### config.mk
export PLATFORM = sky130hd
export DESIGN_NAME = fetch_ctrl_flat
export DESIGN_NICKNAME = d
export VERILOG_FILES = /design/src/rtl/fetch_ctrl_pkg.sv /design/src/rtl/fetch_ctrl_if.sv /design/src/rtl/fetch_ctrl_redir_latch.sv /design/src/rtl/fetch_ctrl.sv /design/src/flat_wrapper.sv
export SDC_FILE = /design/constraint.sdc
export NUM_CORES = 1
export LEC_CHECK = 0
export BUFFER_PORTS_ARGS = -buffer_cell sky130_fd_sc_hd__buf_2
export CORE_UTILIZATION = 30
export CTS_CLUSTER_DIAMETER = 40
export DETAILED_ROUTE_END_ITERATION = 8
export RECOVER_POWER = 100
export SYNTH_ARGS = -nofsm -noshare
export SYNTH_HDL_FRONTEND = slang
export SYNTH_HIERARCHICAL = 1
export SYNTH_SLANG_ARGS = --single-unit
### constraint.sdc
create_clock -name CLK -period 2.12 [get_ports CLK]
set_input_delay 0.212 -clock CLK [delete_from_list [all_inputs] [get_ports CLK]]
set_output_delay 0.212 -clock CLK [all_outputs]
set_load 0.01 [all_outputs]
### src/rtl/fetch_ctrl_pkg.sv
// Shared fetch-stage types and constants.
// Used by the fetch controller, its redirect latch and interface.
package fetch_ctrl_pkg;

  localparam int XLEN       = 32;
  localparam int PC_STEP    = 4;
  localparam int ALIGN_MASK = 3;

  typedef enum logic [1:0] {
    BOOT,
    RUN,
    WAIT,
    HALTED
  } state_t;

endpackage

### src/rtl/fetch_ctrl_if.sv
// Fetch controller bus: pipeline inputs and PC/hazard controls.
// master = controller side, slave = pipeline/memory side.
interface fetch_ctrl_if
  import fetch_ctrl_pkg::*;
#(
  parameter int WIDTH = XLEN
);

  logic [WIDTH-1:0] PC;
  logic             imem_ready;
  logic             ld_use;
  logic             br_taken;
  logic [WIDTH-1:0] br_target;
  logic             trap_req;
  logic [WIDTH-1:0] trap_vec;
  logic             halt;
  logic [WIDTH-1:0] PCnext;
  logic             PC_nEN;
  logic             IFID_nEN;
  logic             IFID_flush;
  logic             IDEX_flush;
  logic             imem_req;
  logic             redir_pend;

  modport master (
    input  PC, imem_ready, ld_use,
    input  br_taken, br_target,
    input  trap_req, trap_vec, halt,
    output PCnext, PC_nEN, IFID_nEN,
    output IFID_flush, IDEX_flush,
    output imem_req, redir_pend
  );

  modport slave (
    output PC, imem_ready, ld_use,
    output br_taken, br_target,
    output trap_req, trap_vec, halt,
    input  PCnext, PC_nEN, IFID_nEN,
    input  IFID_flush, IDEX_flush,
    input  imem_req, redir_pend
  );

endinterface

### src/rtl/fetch_ctrl_redir_latch.sv
// Holds a redirect that arrived while a fetch was outstanding.
// Traps win over branches; same class replaces the older one.
module redir_latch
  import fetch_ctrl_pkg::*;
#(
  parameter int WIDTH = XLEN
) (
  input  logic             clk,
  input  logic             rst_n,
  input  logic             load,
  input  logic             clr,
  input  logic             is_trap,
  input  logic [WIDTH-1:0] target,
  output logic             pend,
  output logic             pend_trap,
  output logic [WIDTH-1:0] pend_target
);

  logic take;

  // Only a branch arriving over a pending trap is dropped.
  assign take = !pend || is_trap || !pend_trap;

  always_ff @(posedge clk or negedge rst_n) begin
    if (!rst_n) begin
      pend        <= 1'b0;
      pend_trap   <= 1'b0;
      pend_target <= '0;
    end else if (load) begin
      pend <= 1'b1;
      if (take) begin
        pend_target <= target;
        pend_trap   <= is_trap;
      end
    end else if (clr) begin
      pend      <= 1'b0;
      pend_trap <= 1'b0;
    end
  end

endmodule

### src/rtl/fetch_ctrl.sv
// RV32I fetch-stage controller: PC sequencing, redirect
// arbitration, imem handshake and IF/ID, ID/EX controls.
module fetch_ctrl
  import fetch_ctrl_pkg::*;
#(
  parameter int WIDTH = XLEN
) (
  input  logic  CLK,
  input  logic  nRST,
  fetch_ctrl_if.master bus
);

  state_t           state;
  state_t           state_nx;
  logic             redir;
  logic             ld_pend;
  logic             clr_pend;
  logic             pend;
  logic             pend_trap;
  logic [WIDTH-1:0] tgt;
  logic [WIDTH-1:0] pend_tgt;
  logic [WIDTH-1:0] step_pc;
  logic [WIDTH-1:0] mask;

  assign mask    = ~WIDTH'(ALIGN_MASK);
  assign redir   = bus.trap_req | bus.br_taken;
  assign step_pc = bus.PC + WIDTH'(PC_STEP);
  assign tgt     = (bus.trap_req ? bus.trap_vec
                                 : bus.br_target) & mask;

  assign bus.redir_pend = pend;

  redir_latch #(.WIDTH(WIDTH)) u_latch (
    .clk        (CLK),
    .rst_n      (nRST),
    .load       (ld_pend),
    .clr        (clr_pend),
    .is_trap    (bus.trap_req),
    .target     (tgt),
    .pend       (pend),
    .pend_trap  (pend_trap),
    .pend_target(pend_tgt)
  );

  always_ff @(posedge CLK or negedge nRST) begin
    if (!nRST) state <= BOOT;
    else       state <= state_nx;
  end

  always_comb begin
    state_nx       = state;
    bus.PCnext     = '0;
    bus.PC_nEN     = 1'b1;
    bus.IFID_nEN   = 1'b1;
    bus.IFID_flush = 1'b1;
    bus.IDEX_flush = 1'b1;
    bus.imem_req   = 1'b0;
    ld_pend        = 1'b0;
    clr_pend       = 1'b0;
    unique case (state)
      BOOT: state_nx = RUN;
      RUN, WAIT: begin
        if (bus.halt) begin
          state_nx       = HALTED;
          bus.IFID_nEN   = 1'b0;
          bus.IDEX_flush = 1'b0;
        end else begin
          bus.imem_req   = 1'b1;
          bus.PCnext     = step_pc;
          bus.IFID_nEN   = 1'b0;
          bus.IFID_flush = 1'b0;
          bus.IDEX_flush = 1'b0;
          if (bus.imem_ready) begin
            state_nx = RUN;
            if (pend) begin
              // Returned word belongs to the old path.
              clr_pend       = 1'b1;
              bus.PC_nEN     = 1'b0;
              bus.IFID_flush = 1'b1;
              bus.IDEX_flush = redir;
              bus.PCnext     = (bus.trap_req ||
                               (bus.br_taken && !pend_trap))
                             ? tgt : pend_tgt;
            end else if (redir) begin
              bus.PC_nEN     = 1'b0;
              bus.PCnext     = tgt;
              bus.IFID_flush = 1'b1;
              bus.IDEX_flush = 1'b1;
            end else if (bus.ld_use) begin
              bus.IFID_nEN   = 1'b1;
              bus.IDEX_flush = 1'b1;
            end else begin
              bus.PC_nEN = 1'b0;
            end
          end else begin
            state_nx = WAIT;
            if (redir) begin
              ld_pend        = 1'b1;
              bus.IFID_flush = 1'b1;
              bus.IDEX_flush = 1'b1;
            end else if (bus.ld_use) begin
              bus.IFID_nEN   = 1'b1;
              bus.IDEX_flush = 1'b1;
            end else begin
              bus.IFID_flush = 1'b1;
            end
          end
        end
      end
      HALTED: begin
        bus.IFID_nEN   = 1'b0;
        bus.IDEX_flush = 1'b0;
      end
      default: state_nx = BOOT;
    endcase
  end

endmodule

### src/flat_wrapper.sv
// flat-port wrapper written by rule: the top's interface ports become plain ports
module fetch_ctrl_flat import fetch_ctrl_pkg::*;
#(
  parameter int WIDTH = XLEN
)
  (CLK, nRST, bus_PC, bus_imem_ready, bus_ld_use, bus_br_taken, bus_br_target, bus_trap_req, bus_trap_vec, bus_halt, bus_PCnext, bus_PC_nEN, bus_IFID_nEN, bus_IFID_flush, bus_IDEX_flush, bus_imem_req, bus_redir_pend);
  fetch_ctrl_if #(.WIDTH(WIDTH)) bus_i ();
  input  logic CLK;
  input  logic nRST;
  input wire logic [$bits(bus_i.PC)-1:0] bus_PC;
  input wire logic [$bits(bus_i.imem_ready)-1:0] bus_imem_ready;
  input wire logic [$bits(bus_i.ld_use)-1:0] bus_ld_use;
  input wire logic [$bits(bus_i.br_taken)-1:0] bus_br_taken;
  input wire logic [$bits(bus_i.br_target)-1:0] bus_br_target;
  input wire logic [$bits(bus_i.trap_req)-1:0] bus_trap_req;
  input wire logic [$bits(bus_i.trap_vec)-1:0] bus_trap_vec;
  input wire logic [$bits(bus_i.halt)-1:0] bus_halt;
  output wire logic [$bits(bus_i.PCnext)-1:0] bus_PCnext;
  output wire logic [$bits(bus_i.PC_nEN)-1:0] bus_PC_nEN;
  output wire logic [$bits(bus_i.IFID_nEN)-1:0] bus_IFID_nEN;
  output wire logic [$bits(bus_i.IFID_flush)-1:0] bus_IFID_flush;
  output wire logic [$bits(bus_i.IDEX_flush)-1:0] bus_IDEX_flush;
  output wire logic [$bits(bus_i.imem_req)-1:0] bus_imem_req;
  output wire logic [$bits(bus_i.redir_pend)-1:0] bus_redir_pend;
  assign bus_i.PC = bus_PC;
  assign bus_i.imem_ready = bus_imem_ready;
  assign bus_i.ld_use = bus_ld_use;
  assign bus_i.br_taken = bus_br_taken;
  assign bus_i.br_target = bus_br_target;
  assign bus_i.trap_req = bus_trap_req;
  assign bus_i.trap_vec = bus_trap_vec;
  assign bus_i.halt = bus_halt;
  assign bus_PCnext = bus_i.PCnext;
  assign bus_PC_nEN = bus_i.PC_nEN;
  assign bus_IFID_nEN = bus_i.IFID_nEN;
  assign bus_IFID_flush = bus_i.IFID_flush;
  assign bus_IDEX_flush = bus_i.IDEX_flush;
  assign bus_imem_req = bus_i.imem_req;
  assign bus_redir_pend = bus_i.redir_pend;
  fetch_ctrl #(.WIDTH(WIDTH)) u_core (.CLK(CLK), .nRST(nRST), .bus(bus_i));
endmodule
* After elaboration in Yosys (flattened, before gate mapping)
Cells that the tools add are included.
W data, S select, Z words.
** Word-level totals
- Bits in registers :: 34
- Input port bits :: 103
- Output and inout bits :: 38
- Word-level logic and storage cells :: 66
** Operators by class
- Add/sub/neg operators :: 1
- Equal/unequal tests :: 4
- Multiplexer cells :: 44
- Bitwise logic cells :: 1
- Reduce and logical (&&, ||, !) cells :: 12
** Operator list (count)
- $mux W32 :: 7
- $add A32 B3 Y32 const B :: 1
- $mux W1 :: 32
- $eq A2 B2 Y1 const B :: 2
- $mux W2 :: 2
- $pmux W1 S2 :: 2
- $pmux W2 S2 :: 1
- $reduce_and A2 Y1 :: 2
- $reduce_bool A2 Y1 :: 2
- $logic_or A1 B1 Y1 :: 3
- $eq A2 B1 Y1 const B :: 1
- $logic_not A1 Y1 :: 2
- $logic_not A2 Y1 :: 1
- $ne A2 B2 Y1 const B :: 1
- $reduce_or A2 Y1 :: 1
- $logic_and A1 B1 Y1 :: 1
- $or A1 B1 Y1 :: 1

* Longest topological paths before layout
Gate-level depths: netlist (run 1).
- Depth after elaboration :: 8
- Mapped depth :: 8

* Modules after synthesis
Netlist (run 1), hierarchy kept.
** By module, submodules not included
- redir_latch :: times used 1, cells an instance 190, area each 2037.0 um^2, seq. area each 850.8 um^2
- fetch_ctrl :: times used 1, cells an instance 249, area each 1836.8 um^2, seq. area each 50.0 um^2

* Least setup slack after synthesis (run 1)
Ideal clock, no wire load.
- Path kind :: reg-to-output
- Start point :: register u_core.state[0]
- End point :: output port bus_PCnext[2]
- Data arrival time :: 1.732 ns
- Required time :: 1.908 ns
- Setup slack :: 0.176 ns
- Cell stages (with the launch flop) :: 8
- Path buffers :: 2
- Cell sequence :: dfrtp_1 ha_1 nand2b_1 clkbuf_1 inv_1 clkbuf_1 o21ai_0 a221oi_1
** Between the ends
- Cells in the longest elaborated chain, start to end :: 3
- Elaborated cells on any way between the ends :: 4
- Those cells by class :: 2 x eq/ne; 1 x mux; 1 x reduce/logical
** RTL lines
- start, declared :: line fetch_ctrl.sv:13 : state_t state;
- start signal, assigned :: line fetch_ctrl.sv:47 : else state <= state_nx;
- $eq A2 B1 Y1 / $eq A2 B2 Y1 (equally long branches) :: line fetch_ctrl.sv:60 : unique case (state)
- $reduce_or A2 Y1 * :: line fetch_ctrl.sv:60
- $mux W32 * :: line fetch_ctrl.sv:60
- end, declared :: line flat_wrapper.sv:18 : output wire logic [$bits(bus_i.PCnext)-1:0] bus_PCnext;
Every way passes the cells marked *; elsewhere a longest branch is shown, timed or not.

* Worst setup path after layout (run 1)
- Start point :: register u_core.state[0]
- End point :: output port bus_PCnext[16]
The elaborated chain is that of the path after synthesis.

==> run summary, run 1 <==
In this run the critical register-to-register path is launched from u_core/state[0]. STA classifies the critical path endpoint as a primary output. The worst hold path begins at bus_halt.

The die covers 0.0134 sq mm. The die boundary width is 116 um. The final-report hold violation count is 0.

During synthesis, Yosys emitted a total of 6 warnings. The highest fanout seen on the critical path is 17. The post-layout instance area came out at 0.00501 sq mm. The number of storage elements in the synthesis netlist is 36.

The count of pins on the block boundary is 141. 0 antenna diodes ended up in the layout. The sequential area share after synthesis is 23.3%. Of all cell types, the one taking the most synthesized area is sky130_fd_sc_hd__dfrtp_1. In this run, placement finished with an instance count of 738. The global-route congestion overflow total came out at 0.

The HPWL reported at the end of detailed placement came out at 9.70 mm. The count of mapped cells out of synthesis is 439. Setup repair after global routing could not meet its margin everywhere.

STA classifies the critical path startpoint as a flop. The total routed wirelength is 13.3 mm. The post-layout minimum cycle time is 2.05 ns. The number of cells on the worst hold path is 3. The overall via count from detail_route came out at 4,094. The number of cells on the worst reg-to-reg path is 7.

The final max-slew violation count came out at 0. The largest net degree at the start of global routing came out at 68. The number of buffers created by CTS is 5. The placeable core region is 0.0126 sq mm. The clock transition at the registers of the reported paths came out at 0.06 ns. The proportion of layout cells with a drive suffix above 1 is 41.3%.

The placement-stage cell area is 0.00482 sq mm. After synthesis, the largest area contributor takes up 23.3% of total cell area. At the worst endpoint, the required time is 1.91 ns. The area growth from synthesis to layout is 29.3%.

The initial standard-cell utilization of the core came out at 30.7%. The part of the power in combinational logic is 21.2%. The most used flip-flop cell after synthesis is sky130_fd_sc_hd__dfrtp_1. A synthesized cell averages 8.82 sq um. Dividing the detail-routed via count by the number of cells gives 5.45.

The switching power of the nets came out at 494 uW. Yosys attributes the largest share of cell area to sky130_fd_sc_hd__dfrtp_1, sky130_fd_sc_hd__mux2_2, sky130_fd_sc_hd__o211ai_2. The count of routing violations after the opening detailed-route iteration is 310. The placer congestion estimate came out at 0.912. The clock latency of the later-clocked register in the worst-skew pair is 0.28 ns. In this run the critical register-to-register path is captured at u_core/u_latch/pend_target[19]. The maximum count of clock buffers along a single path came out at 2. The switching part of the total power is 26.6%.

The count of nets left with antenna violations after detail routing is 0. After layout, the worst path uses 96.6% of the clock period. The synthesized design contains 0 enable-type register cells.

The clock arrives with 0.00491 ns of skew. The internal portion of total power came out at 1.36 mW. The root buffer cell is sky130_fd_sc_hd__clkbuf_16. The path class of the tightest hold or removal check is input pin to flop.

The critical path in this run is classified as flop to primary output. The largest vdd supply drop is 313 uV. The areal power density over the cells is 371 mW/mm^2. The port buffer count is 136. Setup violations remaining at the end of the flow were counted as 0. The max-capacitance violation count is 0. The clock drives 36 sinks.

The slew at the pin with the worst max-slew slack is 1.43 ns. The initial antenna violation count came out at 0. Sequential cells burn 37.0% of the power. The count of non-filler cells in the finished layout is 751. The layout net count came out at 684. The first detailed-routing pass took 4 iterations.

The average wire length per cell after detail routing came out at 17.8 um. At the worst endpoint, the arrival time is 1.84 ns. The distinct cell type count of the synthesized netlist is 45. The H-tree level count came out at 2. The wire length of the first global-routing pass is 19.6 mm. Summing every instance area after synthesis gives 0.00387 sq mm. The number of global-route vias before repair was 3,799.

The count of unresolved DRC violations after routing came out at 0. Based on the critical path, the design can be clocked at up to 488 MHz. After synthesis, the most frequently instantiated cells are sky130_fd_sc_hd__nand2_1, sky130_fd_sc_hd__dfrtp_1, sky130_fd_sc_hd__mux2_2, sky130_fd_sc_hd__nand2b_1, sky130_fd_sc_hd__a21oi_1.

After synthesis, the share of flip-flops with an asynchronous set or reset is 100%. The floorplan has 41 rows. Global routing used 19.0% of the available tracks across all layers. Setup slack on the worst reg-to-reg path comes out at 0.13 ns. The CTS tree is done. The clock network fraction of total power came out at 41.8%. For hold timing, the worst endpoint is u_core/state[1]. The flow ran to the end, and the final reports show no timing, DRC or antenna violations. The max-slew headroom at the worst pin came out at 4.37%.

By instance count, the leading cell after synthesis is sky130_fd_sc_hd__nand2_1. The die is 116 um tall. Overall power consumption after layout is estimated at 1.86 mW. In this run the worst setup path begins at u_core/state[0]. The leakage power total came out at 2.07 nW.
-- cells in the final DEF (no fill, tap or decap), drive strengths merged, types with 2 or more instances in the layout --
| master | synthesis | routed |
|---|---|---|
| inv | 6 | 6 |
| ha | 2 | 2 |
| xnor2 | 6 | 6 |
| dfrtp | 36 | 36 |
| nand4 | 13 | 13 |
| conb | 1 | 2 |
| nor3 | 7 | 7 |
| nand3 | 12 | 12 |
| a21boi | 2 | 2 |
| o21ai | 9 | 9 |
| nor4 | 2 | 2 |
| clkbuf | 16 | 16 |
| o221ai | 25 | 25 |
| o211ai | 33 | 33 |
| nand2 | 52 | 52 |
| nand4b | 32 | 32 |
| or3 | 2 | 2 |
| o22ai | 4 | 4 |
| a21o | 2 | 2 |
| a21oi | 33 | 33 |
| nor2 | 14 | 14 |
| mux2i | 3 | 3 |
| xor2 | 20 | 20 |
| mux2 | 35 | 35 |
| nand2b | 35 | 35 |
| and3 | 2 | 2 |
| buf | 23 | 161 |
| a31oi | 2 | 2 |
-- critical path, cell delays in order (launching register included) --
cell and delay [ns]:
sky130_fd_sc_hd__dfrtp_1 0.41, sky130_fd_sc_hd__ha_4 0.30, sky130_fd_sc_hd__nand2b_4 0.07, sky130_fd_sc_hd__inv_4 0.10, sky130_fd_sc_hd__buf_12 0.17, sky130_fd_sc_hd__o221ai_1 0.20
sky130_fd_sc_hd__a21oi_1 0.16, sky130_fd_sc_hd__buf_2 0.14
-- registers in the layout (all words and copies together) (netlist names) --
name	count
u_core/u_latch/pend_target	32
u_core/u_latch/pend_trap	1
u_core/u_latch/pend	1
u_core/state	2
-- cell type report --
| type | instances | area [sq um] |
|---|---|---|
| Timing Repair Buffer | 171 | 1030 |
| Tap cell | 172 | 215 |
| Inverter | 6 | 25.0 |
| Fill cell | 1302 | 7610 |
| Multi-Input combinational cell | 359 | 2680 |
| Clock buffer | 7 | 153 |
| Sequential cell | 36 | 902 |
-- timing repair --
action | 4_1_cts | 5_1_grt
resized for setup | 4 | 19
gates cloned | 0 | 2
buffers inserted | 2 | 1
endpoints found under the setup margin | 19 | 31
endpoints found under the hold margin | 22 | 0
hold buffers | 1 | 0
-- power groups by stage --
stage	combinational, mW	clock [mW]	sequential, mW
floorplan	0.178	0	0.700
global placement	0.376	0	0.700
detailed placement	0.381	0	0.700
CTS	0.387	0.786	0.687
global route	0.427	0.812	0.687
finish	0.394	0.775	0.687
-- how the worst max path moves through the flow --
stage | slack (ns) | to
finish | 0.07 | bus_PCnext[16]
detailed placement | 0.15 | bus_PCnext[28]
CTS | -0.03 | bus_PCnext[19]
global route | -0.03 | bus_PCnext[13]
floorplan | 0.18 | bus_PCnext[2]
global placement | 0.12 | bus_PCnext[28]
-- logic make-up (layout without fill, tap and decap cells) --
family          Yosys count  after routing  synth area share [%]
other cells               1              2                0.0968
xor+xnor                 26             26                  5.88
mux                      38             38                  10.9
buf+inv                  45            184                  6.59
fa+ha+maj                 2              2                 0.646
compound gates          117            117                  24.9
simple gates            174            174                  27.7
flops                    36             36                  23.3
-- stage by stage --
stage,hold WS (ns),worst slack (ns),utilization (%),setup TNS [ns]
after global placement,0.245,0.119,38.2,0
after global routing,0.321,-0.0316,39.7,-0.0388
after floorplan,-0.0836,0.176,-,0
after CTS,0.267,-0.0250,39.7,-0.0569
final,0.273,0.0724,39.7,0
after detailed placement,0.258,0.148,38.2,0
-- metal layers --
layer / up-vias / GRT usage, % / routed length (um)
met5: - / 0 / 0
met4: 0 / 9.23 / 438
met3: 24 / 2.04 / 682
met2: 163 / 30.5 / 6240
met1: 1964 / 25.4 / 5990
li1: 1943 / - / -
Note: power is estimated with default switching activity, not from simulation.
==> run 2: changes to the inputs <==
SETUP_SLACK_MARGIN = 0.15   (was not set)
==> run 2 against run 1 <==
Critical path depth shrank 1. Combinational power is 17% higher. Wire length up 6.4%. Largest power group unchanged. Global-route usage up 0.58 points. Setup slack worse by 0.0018 ns. Clock-buffer cell count is the same. Critical path type unchanged. Via count increased by 4.0%. Highest routed layer unchanged. Worst hold slack better by 0.00076 ns.
==> run summary, run 2 (synthesis results as in run 1) <==
The smallest hold slack is 0.274 ns (was 0.273 ns). The final-report hold violation count is 0 (unchanged). Critical path, cell by cell: nand2b_4 > and2_4 > mux2_4 > o221ai_1 > a21oi_2 > buf_2 (was ha_4 > nand2b_4 > inv_4 > buf_12 > o221ai_1 > a21oi_1 > buf_2). The total of fill cells in the finished design is 1,274 (was 1,302). The HPWL reported at the end of detailed placement is 9.70 mm (unchanged).

The max-slew headroom at the worst pin came out at 2.56% (was 4.37%). The count of routing violations after the opening detailed-route iteration came out at 344 (was 310). The number of global-route vias before repair is 3,865 (was 3,799).

The number of buffers created by CTS came to 5 (unchanged). The class of the tightest hold or removal check is input pin to flop (unchanged). The H-tree level count is 2 (unchanged). The number of flip-flops under the largest register name came out at 32 (unchanged).

The global-route usage over all layers came to 19.5% (was 19.0%). The proportion of layout cells with a drive suffix above 1 is 46.5% (was 41.3%). The initial standard-cell utilization of the core is 30.7% (unchanged). The die extent in y came out at 116 um (unchanged). The root buffer cell is sky130_fd_sc_hd__clkbuf_16 (unchanged). The start-to-end type of the worst setup path is flop to primary output (unchanged). The required time of the critical path was 1.91 ns (about the same). The leakage power total is 2.15 nW (was 2.07 nW). The total routed wirelength came out at 14.2 mm (was 13.3 mm). The port buffer count came out at 136 (unchanged). The placement-stage cell area came out at 0.00482 sq mm (unchanged). The number of endpoints failing setup at the final stage is 0 (unchanged).

The CTS tree is done (unchanged). The placeable core region came out at 0.0126 sq mm (unchanged). The source of the critical timing path is u_core/u_latch/pend_trap (was u_core/state[0]). Biggest regs: u_core/u_latch/pend_target (32), u_core/state (2) (unchanged). The global-route congestion overflow total is 0 (unchanged). The count of nets left with antenna violations after detail routing came out at 0 (unchanged). The startpoint of the tightest hold check path was bus_halt (unchanged). The end-of-flow core utilization came to 44.6% (was 39.7%). The initial antenna violation count came out at 0 (unchanged).

The number of cells in the design after placement came to 738 (unchanged). The final setup TNS is 0 ns (unchanged). The post-layout minimum cycle time came out at 2.05 ns (about the same). The master of the slowest instance on the critical path is sky130_fd_sc_hd__dfrtp_1 (unchanged). The count of pins on the block boundary is 141 (unchanged). The placement row count is 41 (unchanged).

The CTS sink count came out at 36 (unchanged). Outcome: completed (unchanged). The die boundary width came out at 116 um (unchanged).

Setup repair after global routing missed its margin: true (unchanged). The final critical-path setup slack came out at 0.0706 ns (was 0.0724 ns). The category of the worst setup path capture point is a primary output (unchanged).

The post-layout total power is 1.92 mW (was 1.86 mW). The clock skew after layout came out at 0.00525 ns (was 0.00491 ns). The overall via count from detail_route is 4,258 (was 4,094). The routed via count divided by cell count came out at 5.53 (was 5.45). The maximum count of clock buffers along a single path is 2 (unchanged). The count of non-filler cells in the finished layout is 770 (was 751).

The placer congestion estimate is 0.912 (unchanged). The worst slack at placement is 0.148 ns (unchanged). The reg-to-reg startpoint was u_core/state[0] (unchanged). Most frequent cells in the layout: sky130_fd_sc_hd__buf_2, sky130_fd_sc_hd__nand2_1, sky130_fd_sc_hd__dfrtp_1 (was sky130_fd_sc_hd__buf_2, sky130_fd_sc_hd__nand2_1, sky130_fd_sc_hd__mux2_2, sky130_fd_sc_hd__dfrtp_1, sky130_fd_sc_hd__nand2b_1). The count of unresolved DRC violations after routing came out at 0 (unchanged).

The post-layout instance area is 0.00563 sq mm (was 0.00501 sq mm). The average wire length per cell after detail routing is 18.4 um (was 17.8 um). The slew at the pin with the worst max-slew slack came out at 1.46 ns (was 1.43 ns). The most common library cell in the layout ignoring fill and taps is sky130_fd_sc_hd__buf_2 (unchanged).

The detailed-routing iteration count for the pre-antenna-repair pass is 4 (unchanged). The count of inserted antenna diode cells is 0 (unchanged). The area growth from synthesis to layout came out at 45.3% (was 29.3%). The element type at the critical path start is a flop (unchanged).

The endpoint arrival time on the critical path came to 1.84 ns (about the same). The largest net degree at the start of global routing is 68 (unchanged). The register with the highest flop count was u_core/u_latch/pend_target (unchanged). The wire length of the first global-routing pass is 20.2 mm (was 19.6 mm).

The layout net count is 703 (was 684). The largest vdd supply drop is 311 uV (was 313 uV). The biggest cell delay along the critical path is 0.39 ns (was 0.41 ns).

The highest fanout seen on the critical path came out at 7 (was 17). The final max-slew violation count came out at 0 (unchanged). The area of the die came out at 0.0134 sq mm (unchanged).

The clock latency of the later-clocked register in the worst-skew pair is 0.28 ns (about the same). The max-capacitance violation count came out at 0 (unchanged). The period utilization was 96.7% (was 96.6%). The areal power density over the cells is 342 mW/mm^2 (was 371 mW/mm^2). The clock transition at the registers of the reported paths came out at 0.06 ns (about the same).

The maximum achievable frequency is 488 MHz (about the same).
==> run 2: what timing repair did <==
item | 4_1_cts | 5_1_grt
setup buffers | 9 | 9
endpoints found under the setup margin | 30 | 32
gates cloned | 3 | 3
hold endpoints to repair | 22 | 0
gates resized for setup | 38 | 74
pin swaps | 7 | 24
hold buffers | 1 | 0
==> run 2: power by group <==
part	internal (mW)	switching [mW]
sequential	0.687	0
clock	0.493	0.282
combinational	0.205	0.256
total	1.39	0.539
==> run 2: path summary, 6_finish.rpt <==
path / endpoint / slack, ns / cells past startpoint
max in group asynchronous: u_core/u_latch/pend / 0.35 / 2
hold reg to reg: u_core/u_latch/pend_target[30] / 0.53 / 2
hold / removal: u_core/state[1] / 0.27 / 3
setup / recovery: bus_PCnext[24] / 0.07 / 6
setup reg to reg: u_core/u_latch/pend_target[19] / 0.16 / 8
min in group asynchronous: u_core/u_latch/pend_target[27] / 0.82 / 2
==> run 2: cell type report <==
class                      count  area (sq um)  area share (%)
timing repair buffer         190          1240            22.1
inverter                       6          35.0           0.622
tap                          172           215            3.82
multi-input combinational    359          3080            54.8
clock buffer                   7           153            2.71
sequential                    36           902            16.0
==> run 2: metal layers <==
layer / share of wire [%] / global-route usage, %
met5: 0 / 0
met4: 3.0 / 7.61
met3: 5.5 / 2.04
met2: 48 / 32.5
met1: 43 / 26.1
==> run 2: worst max-delay path, delay by kind of cell, from the launching register on <==
| family | cells | cell delay, ns |
|---|---|---|
| AOI/OAI and AO/OA | 2 | 0.35 |
| muxes | 1 | 0.30 |
| and+or+nand+nor | 2 | 0.36 |
| buffers and inverters | 1 | 0.15 |
| DFF | 1 | 0.39 |
